[src/rtl/sync_dualport_ram_sweep.sv]
// Single-clock simple dual-port RAM with byte enables, write-first bypass,
// registered read with valid/error flags and a hardware clear-sweep FSM.
module sync_dualport_ram_sweep #(
    parameter int WIDTH  = 16,
    parameter int DEPTH  = 8,
    parameter int ADDR_W = 4,
    parameter int BYTE_W = 8,
    localparam int NB    = WIDTH / BYTE_W
) (
    input  logic              clk_i,
    input  logic              clr_n_i,
    input  logic              init_i,
    input  logic              write_i,
    input  logic [NB-1:0]     wr_be_i,
    input  logic [ADDR_W-1:0] wr_addr_i,
    input  logic [WIDTH-1:0]  data_in_i,
    input  logic              read_i,
    input  logic [ADDR_W-1:0] rd_addr_i,
    output logic [WIDTH-1:0]  data_out_o,
    output logic              rd_valid_o,
    output logic              rd_err_o,
    output logic              wr_err_o,
    output logic              busy_o
);

    localparam int                IDX_W   = (DEPTH > 1) ? $clog2(DEPTH) : 1;
    localparam logic [ADDR_W:0]   DEPTH_A = (ADDR_W + 1)'(DEPTH);
    localparam logic [ADDR_W-1:0] LAST    = ADDR_W'(DEPTH - 1);

    typedef enum logic {
        SWEEP,
        READY
    } state_t;

    state_t             state_q, state_d;
    logic [ADDR_W-1:0]  ptr_q, ptr_d;
    logic [WIDTH-1:0]   data_out_q, data_out_d;
    logic               rd_valid_q, rd_valid_d;
    logic               rd_err_q, rd_err_d;
    logic               wr_err_q, wr_err_d;

    logic [WIDTH-1:0]   mem_q [DEPTH];

    logic               sweep_we;
    logic               wr_acc, rd_acc;
    logic               wr_in_range, rd_in_range;
    logic               wr_ok;
    logic [IDX_W-1:0]   wr_idx, rd_idx, ptr_idx;
    logic [WIDTH-1:0]   wr_word, rd_word;

    assign wr_in_range = {1'b0, wr_addr_i} < DEPTH_A;
    assign rd_in_range = {1'b0, rd_addr_i} < DEPTH_A;
    assign wr_idx      = wr_addr_i[IDX_W-1:0];
    assign rd_idx      = rd_addr_i[IDX_W-1:0];
    assign ptr_idx     = ptr_q[IDX_W-1:0];
    assign wr_ok       = wr_acc && wr_in_range;

    // init wins over port accesses; an init during a sweep just rewinds the pointer
    always_comb begin
        state_d  = state_q;
        ptr_d    = ptr_q;
        sweep_we = 1'b0;
        wr_acc   = 1'b0;
        rd_acc   = 1'b0;
        case (state_q)
            SWEEP: begin
                if (init_i) begin
                    ptr_d = '0;
                end else begin
                    sweep_we = 1'b1;
                    if (ptr_q == LAST) begin
                        state_d = READY;
                        ptr_d   = '0;
                    end else begin
                        ptr_d = ptr_q + ADDR_W'(1);
                    end
                end
            end
            READY: begin
                if (init_i) begin
                    state_d = SWEEP;
                    ptr_d   = '0;
                end else begin
                    wr_acc = write_i;
                    rd_acc = read_i;
                end
            end
            default: begin
                state_d = SWEEP;
                ptr_d   = '0;
            end
        endcase
    end

    always_comb begin
        wr_word = mem_q[wr_idx];
        for (int k = 0; k < NB; k++) begin
            if (wr_be_i[k]) begin
                wr_word[k*BYTE_W +: BYTE_W] = data_in_i[k*BYTE_W +: BYTE_W];
            end
        end
        rd_word = (wr_ok && (wr_addr_i == rd_addr_i)) ? wr_word : mem_q[rd_idx];
    end

    always_comb begin
        data_out_d = data_out_q;
        rd_valid_d = rd_acc;
        rd_err_d   = rd_acc && !rd_in_range;
        wr_err_d   = wr_acc && !wr_in_range;
        if (rd_acc) begin
            data_out_d = rd_in_range ? rd_word : '0;
        end
    end

    always_ff @(posedge clk_i or negedge clr_n_i) begin
        if (!clr_n_i) begin
            state_q    <= SWEEP;
            ptr_q      <= '0;
            data_out_q <= '0;
            rd_valid_q <= 1'b0;
            rd_err_q   <= 1'b0;
            wr_err_q   <= 1'b0;
        end else begin
            state_q    <= state_d;
            ptr_q      <= ptr_d;
            data_out_q <= data_out_d;
            rd_valid_q <= rd_valid_d;
            rd_err_q   <= rd_err_d;
            wr_err_q   <= wr_err_d;
        end
    end

    // Storage has no reset of its own; the sweep is what clears it.
    always_ff @(posedge clk_i) begin
        if (sweep_we) begin
            mem_q[ptr_idx] <= '0;
        end else if (wr_ok) begin
            mem_q[wr_idx] <= wr_word;
        end
    end

    assign data_out_o = data_out_q;
    assign rd_valid_o = rd_valid_q;
    assign rd_err_o   = rd_err_q;
    assign wr_err_o   = wr_err_q;
    assign busy_o     = (state_q == SWEEP);

endmodule

[config.mk]
export PLATFORM = sky130hd
export DESIGN_NAME = sync_dualport_ram_sweep
export DESIGN_NICKNAME = d
export VERILOG_FILES = /design/src/rtl/sync_dualport_ram_sweep.sv
export SDC_FILE = /design/constraint.sdc
export NUM_CORES = 1
export LEC_CHECK = 0
export CELL_PAD_IN_SITES_DETAIL_PLACEMENT = 1
export CELL_PAD_IN_SITES_GLOBAL_PLACEMENT = 1
export CORE_MARGIN = 3
export CORE_UTILIZATION = 40
export DETAILED_ROUTE_END_ITERATION = 10
export DONT_BUFFER_PORTS = 1
export HOLD_SLACK_MARGIN = 0.12
export PLACE_DENSITY_LB_ADDON = 0.1
export SLEW_MARGIN = 5
export SYNTH_ARGS = -nofsm -noshare
export SYNTH_HDL_FRONTEND = slang
export SYNTH_SLANG_ARGS = --single-unit
[constraint.sdc]
create_clock -name clk_i -period 2.3 [get_ports clk_i]
set_input_delay 0.69 -clock clk_i [delete_from_list [all_inputs] [get_ports clk_i]]
set_output_delay 0.69 -clock clk_i [all_outputs]
set_load 0.03 [all_outputs]
* Word level (Yosys, flattened, before mapping) *
Memories as Yosys holds them, arrays and structs flattened.
Cells that the tools add are included.

storage, ports and cells
  register bits = 24
  RAM bits = 128
  output and inout port bits = 20
  word-level logic and storage cells = 46
  memories = 1

operators by class
  add/sub/neg operators = 1
  order comparisons = 2
  equal/unequal tests = 3
  mux-type cells = 25
  bitwise gates (word level) = 1
  reduce and logical (&&, ||, !) cells = 7

memories
  memory  depth  bits a word  rd ports  clocked after Yosys merged registers in  wr ports  line  text
  mem_q   8      16           2         0                                        1         42    logic [WIDTH-1:0] mem_q [DEPTH];

operators by type and width
  kind                                                             number
  16-bit 2-to-1 mux                                                3
  8-bit 2-to-1 mux                                                 2
  16-bit OR reduction                                              1
  1-bit 2-to-1 mux                                                 14
  4-bit 2-to-1 mux                                                 3
  4-bit < comparator, second input constant                        2
  4-bit case mux with 2 select lines                               1
  4-bit by 1-bit adder with 4-bit output, second input constant    1
  4-bit by 3-bit == test with 1-bit output, second input constant  1
  4-bit == test                                                    1
  1-bit logical AND                                                4
  3-bit 2-to-1 mux                                                 1
  1-bit logical NOT                                                2
  2-bit inequality test, second input constant                     1
  1-bit case mux with 2 select lines                               1
  1-bit NOT                                                        1

* Longest topological paths before layout *
  depth after elaboration = 8
  mapped depth = 7
  depth with buffers taken out = 4

* Least setup slack after synthesis *
No wires, ideal clock.

  kind = input-to-reg
  from = input wr_addr_i[2]
  to = memory mem_q[6][0], enable pin
  data arrival time = 2265 ps
  required time = 1912 ps
  setup slack = -353 ps
  cell stages on the path = 6
  path buffers = 2
  path through = buf_2 clkbuf_1 inv_1 nor3_1 a31oi_1 nor2_1

on the way
  longest elaborated chain between the ends = 7
  elaborated cells on any way between the ends = 8
  those cells by class = order compare: 1; mux: 5; reduce/logical: 2

RTL lines
  element                                                         line  text
  from (decl)                                                     15    input logic [ADDR_W-1:0] wr_addr_i,
  4-bit < comparator                                              51    assign wr_in_range = {1'b0, wr_addr_i} < DEPTH_A;
  1-bit logical AND                                               56    assign wr_ok = wr_acc && wr_in_range;
  1-bit 2-to-1 mux                                                137   end else if (wr_ok) begin
  1-bit 2-to-1 mux                                                135   if (sweep_we) begin
  1-bit 2-to-1 mux (not written as such)                          138   mem_q[wr_idx] <= wr_word;
  16-bit OR reduction (no line)                                   --
  3-bit 2-to-1 mux (no line) or 1-bit 2-to-1 mux (tied branches)  --
  to (decl)                                                       42

Parallel ways exist; a longest one is shown, timed or not.

* Worst setup path in the final report *
  from = register state_q
  to = memory mem_q[7][9], enable pin

on the way
  longest elaborated chain between the ends = 7
  elaborated cells on any way between the ends = 11
  those cells by class = mux: 9; reduce/logical: 2

RTL lines
  element                                                         line  text
  from (decl)                                                     35    state_t state_q, state_d;
  from (signal assigned)                                          124   state_q <= state_d;
  1-bit 2-to-1 mux                                                65    case (state_q)
  1-bit logical AND                                               56
  1-bit 2-to-1 mux                                                137
  1-bit 2-to-1 mux                                                135
  1-bit 2-to-1 mux (not written as such)                          138
  16-bit OR reduction (no line)                                   --
  3-bit 2-to-1 mux (no line) or 1-bit 2-to-1 mux (tied branches)  --

Parallel ways exist; a longest one is shown, timed or not.

==> reports/qor.csv <==
metric;value;unit
drc;0;
ys_seq_area_share;59.0;%
grt_overflow;0;
dr.pass1.iters;4;
port_buffers;0;
endpoint_kind;flip-flop;
p_leak;3.25;nW
cp.required;2430;ps
crit_end;mem_q[7][9];
setup_viol;0;
antenna_cells;0;
slew_headroom;62.3;%
status;completed;
timing.rr.start;state_q;
core;18200;um2
crit_arrival;2140;ps
ir_drop;0.614;mV
place_congestion;0.761;
fp.dieArea;20500;um2
syn_avg_cell_area;16.1;um2
startpoint;state_q;
synth.distinct_cells;37;
clock_tree.root_cell;clkbuf_16;
insertion_delay;420;ps
skew;6.80;ps
die_h;143;um
cp_max_fo;10;
cts_resized;0;
synth_edf_count;128;
drt-vias-per-instance;6.04;
fmax;499;MHz
critPathKind;flip-flop to flip-flop;
post_cts_buffers;0;
grt_max_degree;36;
grt_pass1_vias;4828;
cts_num_sinks;152;
crit_cells;6;
final_util;47.8;%
cpPeakStageDelay;350;ps
final_layout_size_suffix_gt1_share;29.3;%
crit_family;buffers and inverters;
timing_hold_violations_final;0;
synth_cells;467;
wirelength;19.9;mm
final_nets;517;
num_vias;4393;
tightest_slew;566;ps
rsz0062_at_grt;no;
ys_warn_count;0;
p_total;6.44;mW
period_minus_slack;2000;ps
crit_top_cell;buf_4;
start_util;41.4;%
cap_violations;0;
r2r_slack;300;ps
synthesis.area;7530;um2
hold_path.class;primary input to flip-flop;
groute.usage.overall;20.6;%
post_drt_wl_per_cell;27.4;um
drt-initial-drc-count;287;
critPathBufInv;3;
syn_to_final_growth;15.6;%
ys_ff_latch;152;
num_rows;49;
worst_slack;296;ps
worstRegToRegCells;6;
synth-async-reset-ratio;15.8;%
tritoncts;yes;
slew_viol_final;0;
grt_first_pass_wirelength;30.3;mm
numCtsBuffers;17;
antenna_found_initial;0;
die_w;143;um
hpwl;12.6;mm
place_ws;-97.8;ps
power_density;739;nW/um2
pin_count;51;
cp_slowest_cell;dfrtp_1;
r2r_end;mem_q[7][9];
ys.flop_type;edfxtp_1;
ant_nets;0;
cp_cell_sequence;buf_4 -> nor4bb_1 -> buf_4 -> a22oi_1 -> nor2_2 -> buf_4;
critPathLaunchType;flip-flop;
synth_fp_nets;499;
h-tree-depth;4;
clk_path_buf_depth;2;
clk_pin_slew;60;ps
cts_hold_buffers;2;
n_fill_cell;1720;
fin_crit_sh;87.1;%
worst min path at each step:
| stage | startpoint | to | slack (ps) | depth (start not counted) |
|---|---|---|---|---|
| finish | init_i | ptr_q[3] | 320 | 1 |
| global placement | clr_n_i | data_out_o[14] | 400 | 0 |
| detailed placement | clr_n_i | data_out_o[9] | 400 | 0 |
| floorplan | clr_n_i | data_out_o[0] | 390 | 0 |
| CTS | init_i | ptr_q[3] | 300 | 1 |
| global route | init_i | ptr_q[3] | 290 | 1 |
state kept, by name, summed over array words and instances (netlist names):
name / cells
data_out_o: 16
state_q: 1
ptr_q: 4
wr_err_o: 1
mem_q: 128
rd_valid_o: 1
rd_err_o: 1
cell usage in the layout, fill, tap and decap left out, drive strengths merged, types with 6 or more instances in the layout:
master  netlist  final
o31ai        16     16
mux2i        18     18
nor4         14     14
edfxtp      128    128
inv           5      9
or3          15     15
o21a         16     16
clkbuf       23     18
nor2         31     31
mux4         64     64
buf          16     37
dfrtp        24     24
mux2         16     16
nand2        34     34
and3         14     14
clkinv        0      6
routing by layer:
metal | track usage (%) | part of all wire (%) | up-vias
met4 | 5.45 | 0.81 | 0
met3 | 5.46 | 5.2 | 8
met5 | 0 | 0 | -
met2 | 33.7 | 50 | 103
li1 | - | - | 1939
met1 | 27.7 | 44 | 2343
area by class of cell:
class                   instances  area, um2  share of cell area (%)
flip-flops and latches        152       4440                    51.0
multi-input cells             271       2910                    33.4
well taps                     229        287                    3.29
clock inverters                14        170                    1.95
repair buffers                 38        450                    5.17
inverters                       5       18.8                   0.215
clock buffers                  18        429                    4.93
logic make-up after synthesis:
logic type      after synthesis  share of synthesized area (%)
flops                       152                           59.0
simple gates                128                           8.78
mux                          98                           24.9
buf+inv                      44                           2.84
compound gates               40                           3.90
xor+xnor                      4                          0.465
fa+ha+maj                     1                          0.166
Yosys cell counts (2+ instances only):
master       n  share of area, %
edfxtp_1   128                51
mux2_2      16               2.4
mux4_2      45                13
nor3b_1      2              0.20
buf_6        5              0.75
nand2_1     34               1.7
nand3b_1     3              0.30
o21a_1      16               1.6
and3_1      14               1.2
or4bb_1      2              0.30
a31oi_1      5              0.42
or3_1       15               1.2
nand3_1      2              0.13
nor4_1      14               1.2
o31ai_1     16               1.6
mux4_1      19               6.6
inv_1        4              0.20
nor3_1       4              0.27
dfrtp_1     24               8.0
nor2_1      31               1.5
buf_1        2              0.10
clkbuf_1    23               1.1
buf_2        9              0.60
mux2i_1     18               2.4
xor2_1       3              0.35
nand4bb_1    2              0.30
where the power goes:
| group | switching, mW | leakage (nW) | total [mW] | internal, mW |
|---|---|---|---|---|
| combinational | 0.191 | 1.32 | 0.458 | 0.267 |
| sequential | 0.0804 | 1.63 | 3.12 | 3.04 |
| clock | 1.14 | 0.295 | 2.85 | 1.71 |
worst register-to-register path: cells and delay by family (launching register included):
family / cells / cell delay [ps]
simple gates: 2 / 560
compound gates: 1 / 190
flops: 1 / 350
buf+inv: 3 / 610
through the flow:
| stage | instances | setup TNS (ps) | cell area (um2) | hold WS [ps] |
|---|---|---|---|---|
| 4_1_cts | 727 | 0 | 8710 | 297 |
| 6_report | 727 | 0 | 8710 | 319 |
| 3_5_place_dp | 693 | -418 | 8080 | 396 |
| 2_1_floorplan | 467 | -8920 | 7630 | 394 |
| 3_3_place_gp | 693 | -129 | 8080 | 396 |
| 5_1_grt | 727 | 0 | 8710 | 293 |
(Power assumes the default switching activity.)
